### src/rtl/frame_binarize_capture.sv
// Binarizes a luma pixel stream into a 1-bit frame BRAM, then starts the QR decoder
// and latches its payload or a timeout. No writes occur while the decoder owns the frame.
module frame_binarize_capture #(
    parameter int WIDTH          = 640,
    parameter int HEIGHT         = 480,
    parameter int DECODE_TIMEOUT = 50_000_000
) (
    input  logic         clk_in,
    input  logic         rst_in,
    input  logic         capture_req,
    input  logic [7:0]   threshold_in,
    input  logic         pixel_valid,
    input  logic [10:0]  pixel_hcount,
    input  logic [9:0]   pixel_vcount,
    input  logic [7:0]   pixel_luma,
    output logic         bram_wr_en,
    output logic [19:0]  bram_wr_addr,
    output logic         bram_wr_data,
    output logic         start_decode,
    input  logic         finished_decode,
    input  logic [159:0] qr_in,
    output logic [159:0] qr_result,
    output logic         result_valid,
    output logic         timed_out,
    output logic         busy
);

    localparam int CNT_W = $clog2(DECODE_TIMEOUT + 1);
    localparam logic [10:0]      H_LIMIT      = 11'(WIDTH);
    localparam logic [9:0]       V_LIMIT      = 10'(HEIGHT);
    localparam logic [19:0]      MAX_ADDR     = 20'(WIDTH * HEIGHT - 1);
    localparam logic [CNT_W-1:0] TIMEOUT_LAST = CNT_W'(DECODE_TIMEOUT - 1);

    typedef enum logic [2:0] {
        S_IDLE,
        S_WAIT_SOF,
        S_CAPTURE,
        S_START,
        S_DECODING
    } state_t;

    state_t             r_state;
    state_t             w_state_next;
    logic [7:0]         r_threshold;
    logic [CNT_W-1:0]   r_count;
    logic               r_wr_en;
    logic [19:0]        r_wr_addr;
    logic               r_wr_data;
    logic [159:0]       r_qr_result;
    logic               r_result_valid;
    logic               r_timed_out;

    logic               w_sof;
    logic               w_in_range;
    logic               w_last_written;
    logic               w_timeout_hit;
    logic               w_accept;
    logic               w_arm;
    logic               w_done_ok;
    logic               w_done_to;
    logic [19:0]        w_addr;

    assign w_sof          = pixel_valid && (pixel_hcount == 11'd0) && (pixel_vcount == 10'd0);
    assign w_in_range     = pixel_valid && (pixel_hcount < H_LIMIT) && (pixel_vcount < V_LIMIT);
    // The final pixel's write is on the bus this cycle; leaving CAPTURE now keeps it inside CAPTURE.
    assign w_last_written = r_wr_en && (r_wr_addr == MAX_ADDR);
    assign w_timeout_hit  = (r_count == TIMEOUT_LAST);

    generate
        if (WIDTH == 640) begin : gen_addr_shift
            assign w_addr = ({10'd0, pixel_vcount} << 9) + ({10'd0, pixel_vcount} << 7)
                          + {9'd0, pixel_hcount};
        end else begin : gen_addr_mul
            assign w_addr = 20'((32'(pixel_vcount) * WIDTH) + 32'(pixel_hcount));
        end
    endgenerate

    always_comb begin
        w_state_next = r_state;
        w_accept     = 1'b0;
        w_arm        = 1'b0;
        w_done_ok    = 1'b0;
        w_done_to    = 1'b0;
        case (r_state)
            S_IDLE: begin
                if (capture_req) begin
                    w_arm        = 1'b1;
                    w_state_next = S_WAIT_SOF;
                end
            end
            S_WAIT_SOF: begin
                if (w_sof) begin
                    w_accept     = 1'b1;
                    w_state_next = S_CAPTURE;
                end
            end
            S_CAPTURE: begin
                if (w_last_written) begin
                    w_state_next = S_START;
                end else begin
                    w_accept = w_in_range;
                end
            end
            S_START: begin
                w_state_next = S_DECODING;
            end
            S_DECODING: begin
                if (finished_decode) begin
                    w_done_ok    = 1'b1;
                    w_state_next = S_IDLE;
                end else if (w_timeout_hit) begin
                    w_done_to    = 1'b1;
                    w_state_next = S_IDLE;
                end
            end
            default: begin
                w_state_next = S_IDLE;
            end
        endcase
    end

    always_ff @(posedge clk_in) begin
        if (rst_in) begin
            r_state        <= S_IDLE;
            r_threshold    <= 8'd0;
            r_count        <= '0;
            r_wr_en        <= 1'b0;
            r_wr_addr      <= 20'd0;
            r_wr_data      <= 1'b0;
            r_qr_result    <= 160'd0;
            r_result_valid <= 1'b0;
            r_timed_out    <= 1'b0;
        end else begin
            r_state        <= w_state_next;
            r_wr_en        <= w_accept;
            r_result_valid <= w_done_ok || w_done_to;
            if (w_arm) begin
                r_threshold <= threshold_in;
            end
            if (w_accept) begin
                r_wr_addr <= w_addr;
                r_wr_data <= (pixel_luma < r_threshold);
            end
            if (r_state == S_START) begin
                r_count <= '0;
            end else if (r_state == S_DECODING) begin
                r_count <= r_count + CNT_W'(1);
            end
            if (w_done_ok) begin
                r_qr_result <= qr_in;
                r_timed_out <= 1'b0;
            end else if (w_done_to) begin
                r_timed_out <= 1'b1;
            end
        end
    end

    assign bram_wr_en   = r_wr_en;
    assign bram_wr_addr = r_wr_addr;
    assign bram_wr_data = r_wr_data;
    assign start_decode = (r_state == S_START);
    assign qr_result    = r_qr_result;
    assign result_valid = r_result_valid;
    assign timed_out    = r_timed_out;
    assign busy         = (r_state != S_IDLE);

endmodule
### config.mk
export PLATFORM = sky130hd
export DESIGN_NAME = frame_binarize_capture
export DESIGN_NICKNAME = d
export VERILOG_FILES = /design/src/rtl/frame_binarize_capture.sv
export SDC_FILE = /design/constraint.sdc
export NUM_CORES = 1
export LEC_CHECK = 0
export BUFFER_PORTS_ARGS = -buffer_cell sky130_fd_sc_hd__buf_2
export CORE_MARGIN = 10
export CORE_UTILIZATION = 30
export DETAILED_ROUTE_END_ITERATION = 10
export PLACE_DENSITY_LB_ADDON = 0.25
export SKIP_LAST_GASP = 1
export SYNTH_ARGS = -nofsm -noshare
export SYNTH_HDL_FRONTEND = slang
export SYNTH_SLANG_ARGS = --single-unit
### constraint.sdc
create_clock -name clk_in -period 4.7 [get_ports clk_in]
set_input_delay 0.94 -clock clk_in [delete_from_list [all_inputs] [get_ports clk_in]]
set_output_delay 0.94 -clock clk_in [all_outputs]
set_load 0.1 [all_outputs]
==> results of run 1 <==
## report_power, final
part / internal (W) / total, W / switching, W
Sequential: 0.00188 / 0.00188 / 0.00000327
Clock: 0.00126 / 0.00206 / 0.000794
Combinational: 0.000116 / 0.000244 / 0.000128
Total: 0.00326 / 0.00418 / 0.000925
## area by class of cell
| cell class | count | area [um2] |
|---|---|---|
| antenna | 2 | 5.00 |
| clock buffer | 36 | 739 |
| clock inverter | 11 | 139 |
| fill | 3016 | 16900 |
| inverter | 20 | 75.1 |
| multi-input combinational | 774 | 4010 |
| sequential | 221 | 4420 |
| tap | 384 | 480 |
| timing repair buffer | 393 | 2030 |
## layer usage
| metal | vias up | track usage | part of all wire |
|---|---|---|---|
| met5 | - | 0 | 0 |
| met4 | 0 | 0.0433 | 0.025 |
| met3 | 46 | 0.0370 | 0.071 |
| met2 | 252 | 0.268 | 0.49 |
| met1 | 3834 | 0.185 | 0.41 |
| li1 | 4298 | - | - |
## cell usage after synthesis (11+ instances only)
| library cell | count | area share |
|---|---|---|
| clkbuf_1 | 43 | 0.018 |
| nor3_1 | 11 | 0.0063 |
| xnor2_1 | 17 | 0.017 |
| nand3_1 | 15 | 0.0086 |
| mux2i_1 | 15 | 0.017 |
| o21ai_0 | 14 | 0.0080 |
| inv_1 | 20 | 0.0086 |
| nand2_1 | 351 | 0.15 |
| buf_2 | 22 | 0.013 |
| dfxtp_1 | 221 | 0.50 |
| nor2_1 | 50 | 0.021 |
| nand4_1 | 11 | 0.0078 |
| a21oi_1 | 183 | 0.10 |
| and3_1 | 11 | 0.0078 |
| ha_1 | 26 | 0.037 |
## kinds of logic (layout without fill, tap and decap cells)
| group | Yosys count | after routing |
|---|---|---|
| mux | 15 | 15 |
| other cells | 0 | 2 |
| compound gates | 215 | 215 |
| flops | 221 | 221 |
| buf+inv | 85 | 460 |
| fa+ha+maj | 29 | 29 |
| simple gates | 488 | 488 |
| xor+xnor | 27 | 27 |
## registers in the layout (all words and copies together), names as in the netlist
name          count
r_threshold       8
r_state           3
r_count          26
bram_wr_addr     20
bram_wr_en        1
qr_result       160
timed_out         1
bram_wr_data      1
result_valid      1
## through the flow
step	utilization	instance area (um2)	setup slack, ns	total power (W)
after floorplan	-	8770	1.55	0.00205
after global placement	0.383	11000	1.28	0.00217
after detailed placement	0.383	11000	1.30	0.00217
after CTS	0.413	11900	1.85	0.00426
after global routing	0.413	11900	1.64	0.00435
final	0.413	11900	1.82	0.00418
## worst max-delay path, stage by stage
cell       delay [ns]
buf_2            0.09
inv_1            0.05
fa_1             0.59
inv_1            0.06
ha_1             0.28
a21o_1           0.22
a2111oi_2        0.39
o21ai_0          0.17
a21oi_1          0.19
xnor2_1          0.08
a22o_1           0.22
## final timing paths
| path | start | endpoint | slack, ns | depth (start not counted) |
|---|---|---|---|---|
| max | pixel_hcount[9] | bram_wr_addr[17] | 1.82 | 11 |
| min | qr_result[106] | qr_result[106] | 0.45 | 2 |
| max reg2reg | bram_wr_addr[15] | bram_wr_addr[5] | 2.28 | 6 |
| min reg2reg | qr_result[106] | qr_result[106] | 0.45 | 2 |
==> flow_summary.ini, run 1 <==
[logic_synthesis]
yosysUniqueCellTypes = 46
synth_mux_area_frac = 0.0171
yosysWarnings = 0
synth_ff_type = dfxtp_1
syn-num-nets = 1311
synth_xor_area_frac = 0.0270
postSynthCellCount = 1080
synth_edf_count = 0
synth-compound-area-share = 0.132
synth-seq-area-share = 0.505
synth_top_family_by_area = simple AND/OR/NAND/NOR gates
yosys.area_share.adder = 0.0439
yosys_register_bits = 221
async_flop_share = 0
synthSimpleGateAreaFrac = 0.236
synth_area_per_cell_um2 = 8.12
syn_area_um2 = 8770

[clock_tree]
cts_tree = yes
clk_pin_slew_worst_paths_ns = 0.06
cts-root-buf = clkbuf_16
clk_latency_ns = 0.52
h-tree-depth = 1
cts_buffer_depth = 3
clkSinkCount = 221
cts_setup_buffers = 0
cts_resized = 0
cts_buffers = 26
ctsHoldBuffers = 0

[critical_path]
critical_path_class = input pin to flip-flop
endpoint_kind = flip-flop
crit_path_start_kind = input pin
crit_fanout = 3
arrival_ns = 3.29
worstPathRequired_ns = 5.11

[worst_hold_path]
hp-class = flip-flop to flip-flop

[grt]
overflow = 0
antenna_found_initial = 2
grtUsageTotal = 0.154
grt_pass1_vias = 8008
grt_pass1_wl_um = 45800
grt_start_max_net_pins = 106

[route]
drt_first_iter_violations = 448
drc = 0
avgViaCountPerCell = 4.58
avgRoutedWirePerCell_um = 16.7
firstDrtPassIters = 4
ant_nets = 0
drt-total-wl_um = 30800
num_vias = 8430

[power]
powerDensity_nw_per_um2 = 351
peakVddDrop_mv = 0.259
p_leak_nw = 5.24

[placement]
io_buffers = 387
gp_congestion = 0.856
post-place-cells = 1792
hpwl_um = 23100

[timing]
drv_slew = 0
whs_ns = 0.449
setup_viol = 0
finalClockSkew_ns = 0.0102
rsz0062_at_grt = no
max_freq_mhz = 347
slew_headroom = 0.306
hold_violations = 0
worst_pin_slew_ns = 1.04
setup_tns_ns = 0
min_period_over_period = 0.612
period_minus_slack_ns = 2.88

[cells_and_area]
final_cell_mix = 386 x buf_2, 350 x nand2_1, 221 x dfxtp_1
layout-drive-gt1-share = 0.307
fin_nets = 1667
layout_commonest_cell = buf_2
fin_cells = 1841
area_growth_pct = 35.7

[die]
initial_core_util = 0.305
die_y_um = 191
design.core.area_um2 = 28800
io_pins = 388
die_w_um = 191
die-area_um2 = 36500
num_rows = 62

[job]
maxCapViolCount = 0

[run_status]
status = finished clean
Power figures use the tool's default switching activity.
==> run 2: changes to the inputs <==
Settings changed: ABC_AREA set to 1.
Clock period 4.7 ns to 2.8 ns, I/O delays scaled along.
==> run 2 against run 1 <==
  * Core utilization fell by 1.4 points
  * Sequential power increased by 77%
  * Global-route usage increased by 0.11 points
  * Total power is 97% higher
  * Register-to-register slack lost 1.4 ns
  * Via count up 14%
  * Largest cell class is now multi-input gates
  * First-iteration DRC count is 13% lower
  * Worst hold slack lost 0.18 ns
  * Synthesized cell count rose by 17%
  * Critical path depth fell by 8
==> flow_summary.ini, run 2 <==
[run_status]
status = finished clean

[timing]
drv_slew = 0
hold_violations = 0
setup_tns_ns = 0
fin_ws_ns = 0.492
worst_pin_slew_ns = 0.870
slew_headroom = 0.420
finalClockSkew_ns = 0.0187
setup_viol = 0
max_freq_mhz = 433
min_period_over_period = 0.824
period_minus_slack_ns = 2.31
rsz0062_at_grt = no

[logic_synthesis]
synth_edf_count = 0
synth_top_family_by_area = simple AND/OR/NAND/NOR gates
syn_area_um2 = 9490
yosys-top-cells-area = dfxtp_1 47%, a21oi_1 11%, nand2_1 11%
synth_xor_area_frac = 0.0120
synth_area_per_cell_um2 = 7.54
synth-seq-area-share = 0.466
yosys_register_bits = 221
postSynthCellCount = 1259
yosysWarnings = 0
synthSimpleGateAreaFrac = 0.289
synth_ff_type = dfxtp_1
async_flop_share = 0
yosys.area.top_type = dfxtp_1
synth_top_area_share = 0.466
yosysMostFrequentCell = nand2_1
yosysUniqueCellTypes = 37
synth-compound-area-share = 0.124
yosys.area_share.adder = 0.0406
syn-num-nets = 1490
synth_mux_area_frac = 0
synth_common_cells = 279 x nand2_1, 221 x dfxtp_1, 211 x a21oi_1, 188 x nand3_1, 86 x nor2_1

[job]
maxCapViolCount = 0

[critical_path]
critical_path_class = flip-flop to output port
crit_path_start_kind = flip-flop
rr_startpoint = r_state[1]
crit_fanout = 3
crit_start = r_state[0]
cpMaxStageDelayCell = buf_2
arrival_ns = 1.75
endpoint_kind = output port
worst_path_largest_cell_delay_ns = 0.50
crit_chain = inv_1 -> nor3_2 -> buf_2
worstPathRequired_ns = 2.24

[die]
die_y_um = 198
die_w_um = 198
initial_core_util = 0.302
num_rows = 65
design.core.area_um2 = 31400
io_pins = 388
die-area_um2 = 39200

[power]
sw_frac_of_total = 0.313
powerDensity_nw_per_um2 = 657
pwr-share-clk = 0.408
power_frac_seq = 0.403
p_leak_nw = 5.56
p_int_w = 0.00566
comb_power_share = 0.189
p_switching_w = 0.00258
peakVddDrop_mv = 0.362

[cells_and_area]
design_area_um2 = 12500
area_growth_pct = 32.1
final_cell_mix = 385 x buf_2, 279 x nand2_1, 221 x dfxtp_1
n_fill_cell = 3261
layout_commonest_cell = buf_2
fin_nets = 1831
layout-drive-gt1-share = 0.288
utilization = 0.399
largest_register_ffs = 160

[grt]
grt_start_max_net_pins = 167
antenna_found_initial = 3
grtUsageTotal = 0.155
grt_pass1_vias = 8958
grt_pass1_wl_um = 49800
overflow = 0

[placement]
hpwl_um = 23900
io_buffers = 387
place_ws_ns = 0.162
placed_area_um2 = 11700
gp_congestion = 0.860

[route]
ant_nets = 0
drt_first_iter_violations = 392
avgViaCountPerCell = 4.73
avgRoutedWirePerCell_um = 16.3
drt-total-wl_um = 33100
drc = 0
num_vias = 9577
firstDrtPassIters = 5

[clock_tree]
cts-root-buf = clkbuf_16
clkSinkCount = 221
cts_resized = 0
cts_tree = yes
clk_pin_slew_worst_paths_ns = 0.06
clk_latency_ns = 0.53
ctsHoldBuffers = 0
cts_setup_buffers = 0
h-tree-depth = 1
cts_buffers = 27
cts_buffer_depth = 3

[worst_hold_path]
hold_start = pixel_hcount[6]
hp-class = input pin to flip-flop
[run 2: kinds of logic (layout without fill, tap and decap cells)]
group / count (synthesis) / after routing
AO/OA/AOI/OAI: 232 / 232
AND/OR/NAND/NOR: 612 / 612
XOR/XNOR: 13 / 13
adder cells (fa/ha/maj): 29 / 29
buffers and inverters: 152 / 512
flip-flops: 221 / 221
other: 0 / 4
[run 2: stage by stage]
step / hold slack [ns] / power [W] / std cells
finish: 0.269 / 0.00824 / 2025
global route: 0.265 / 0.00864 / 2024
CTS: 0.240 / 0.00838 / 2021
detailed placement: 0.441 / 0.00496 / 1973
global placement: 0.440 / 0.00495 / 1973
floorplan: 0.425 / 0.00456 / 1259
[run 2: worst max-delay path, delay by kind of cell (launching register included)]
family,cells,cell delay (ns)
buf+inv,2,0.59
flops,1,0.39
simple gates,1,0.23
[run 2: cell type report]
| cell class | count | area [um2] | share of cell area |
|---|---|---|---|
| multi-input combinational | 886 | 4430 | 0.353 |
| timing repair buffer | 397 | 2070 | 0.165 |
| tap | 402 | 503 | 0.0401 |
| sequential | 221 | 4420 | 0.353 |
| inverter | 67 | 254 | 0.0203 |
| clock inverter | 15 | 134 | 0.0107 |
| antenna | 4 | 10.0 | 0.000798 |
| clock buffer | 33 | 718 | 0.0573 |
[run 2: final timing paths]
| check | endpoint | cells after the start | slack, ns |
|---|---|---|---|
| setup / recovery | start_decode | 3 | 0.49 |
| setup reg to reg | r_count[8] | 8 | 0.89 |
| hold reg to reg | r_threshold[0] | 2 | 0.45 |
| hold / removal | bram_wr_addr[6] | 3 | 0.27 |
[run 2: power by group through the flow]
stage | Combinational (W) | Clock (W) | Sequential [W]
finish | 0.00156 | 0.00336 | 0.00332
global route | 0.00170 | 0.00360 | 0.00333
floorplan | 0.000752 | 0 | 0.00381
global placement | 0.00156 | 0 | 0.00339
CTS | 0.00158 | 0.00348 | 0.00332
detailed placement | 0.00157 | 0 | 0.00339
[run 2: layer usage]
layer | up-vias | wire (um) | GRT usage
li1 | 4862 | - | -
met3 | 44 | 2520 | 0.0387
met4 | 0 | 716 | 0.0424
met1 | 4378 | 13300 | 0.187
met2 | 293 | 16600 | 0.268
met5 | - | 0 | 0
==> run 3: changes to the inputs <==
Clock period 2.8 ns to 2.05 ns, I/O delays scaled along.
==> run 3 against run 2 <==
  * Routed wire length rose by 1.0%
  * Design area increased by 3.0%
  * Critical path depth unchanged
  * Cell count rose by 1.0%
  * Core utilization increased by 1.2 points
  * Via count grew 0.62%
  * Sequential share of layout area decreased by 1.0 points
  * Clock skew decreased by 0.0012 ns
  * Setup slack worse by 0.41 ns
  * Global-route usage increased by 0.21 points
  * Clock power grew 60%
  * Largest power group unchanged
==> flow_summary.ini, run 3 (synthesized netlist as in run 2, its figures left out) <==
[clock_tree]
cts_buffers = 27
clk_pin_slew_worst_paths_ns = 0.06
cts_tree = yes
cts-root-buf = clkbuf_16
cts_setup_buffers = 0
clk_latency_ns = 0.53
cts_buffer_depth = 3
clkSinkCount = 221
h-tree-depth = 1

[placement]
place_ws_ns = -0.278
hpwl_um = 24500
gp_congestion = 0.849
io_buffers = 387
placed_area_um2 = 11900

[route]
drc = 0
firstDrtPassIters = 5
ant_nets = 0
avgRoutedWirePerCell_um = 16.3
drt-total-wl_um = 33400
drt_first_iter_violations = 599
avgViaCountPerCell = 4.71
num_vias = 9636

[die]
die-area_um2 = 39200
design.core.area_um2 = 31400
num_rows = 65
die_w_um = 198
initial_core_util = 0.302
io_pins = 388
die_y_um = 198

[power]
pwr-share-clk = 0.441
powerDensity_nw_per_um2 = 939
finalPower_w = 0.0121
sw_frac_of_total = 0.298
p_switching_w = 0.00362
power_frac_seq = 0.374
p_int_w = 0.00852
p_leak_nw = 5.75
peakVddDrop_mv = 0.534
comb_power_share = 0.184

[cells_and_area]
design_area_um2 = 12900
seqCellArea_um2 = 4420
final_cell_mix = 383 x buf_2, 279 x nand2_1, 221 x dfxtp_1
multi_input_area_um2 = 4440
fin_nets = 1850
area_growth_pct = 36.1
n_fill_cell = 3302
layout_commonest_cell = buf_2
largest_register_ffs = 160
layout-drive-gt1-share = 0.301

[timing]
setup_viol = 0
slew_headroom = 0.404
period_minus_slack_ns = 1.97
rsz0062_at_grt = no
fin_ws_ns = 0.0838
setup_tns_ns = 0
min_period_over_period = 0.959
finalClockSkew_ns = 0.0175
drv_slew = 0
hold_violations = 0
max_freq_mhz = 509
whs_ns = 0.118
worst_pin_slew_ns = 0.894

[grt]
grt_pass1_wl_um = 50700
overflow = 0
grt_pass1_vias = 9147
antenna_found_initial = 4
grt_start_max_net_pins = 167
grtUsageTotal = 0.157

[run_status]
status = finished clean

[critical_path]
path_buf_inv = 2
cpMaxStageDelayCell = dfxtp_1
worst_path_largest_cell_delay_ns = 0.40
cp_top_family = flip-flops
critical_path_class = flip-flop to output port
endpoint_kind = output port
worstPathRequired_ns = 1.64
crit_chain = inv_1 -> nor3_4 -> buf_6
crit_path_start_kind = flip-flop
arrival_ns = 1.56
crit_fanout = 3

[worst_hold_path]
hp-class = input pin to flip-flop

[job]
maxCapViolCount = 0
## run 3: path summary, 6_finish.rpt
kind / from / endpoint / slack [ns] / cells past startpoint
setup / recovery: r_state[0] / start_decode / 0.08 / 3
setup reg to reg: r_count[0] / r_count[18] / 0.31 / 11
hold reg to reg: r_threshold[0] / r_threshold[0] / 0.45 / 2
hold / removal: pixel_hcount[2] / bram_wr_addr[2] / 0.12 / 3
## run 3: repair_timing
action,in CTS,in global routing
resized for setup,2,1
hold endpoints to repair,0,0
endpoints found under the setup margin,2,1
hold buffers,0,0
## run 3: through the flow
| stage | util | instances |
|---|---|---|
| CTS | 0.411 | 2042 |
| finish | 0.412 | 2046 |
| detailed placement | 0.379 | 1992 |
| floorplan | - | 1259 |
| global route | 0.411 | 2045 |
| global placement | 0.379 | 1992 |
## run 3: power groups by stage
stage	Clock, W	Combinational, W	Sequential (W)
floorplan	0	0.00104	0.00520
global placement	0	0.00222	0.00463
detailed placement	0	0.00224	0.00463
CTS	0.00551	0.00225	0.00454
global route	0.00568	0.00243	0.00455
finish	0.00536	0.00224	0.00454
## run 3: final cells by class
type                    instances  area share
inverters                      67      0.0202
diodes                          4    0.000775
flip-flops and latches        221       0.342
clock inverters                12      0.0174
clock buffers                  38      0.0609
well taps                     402      0.0389
multi-input cells             886       0.344
repair buffers                416       0.176
## run 3: layer usage
layer	vias up	routed length, um	part of all wire	GRT usage
li1	4893	-	-	-
met1	4399	13900	0.42	0.196
met2	288	16200	0.48	0.262
met3	56	2360	0.070	0.0394
met4	0	1020	0.030	0.0487
met5	-	0	0	0
## run 3: worst register-to-register path: cells and delay by family, from the launching register on
family | cells | cell delay, ns
flops | 1 | 0.37
buf+inv | 1 | 0.10
simple gates | 8 | 0.79
xor+xnor | 1 | 0.16
fa+ha+maj | 1 | 0.21
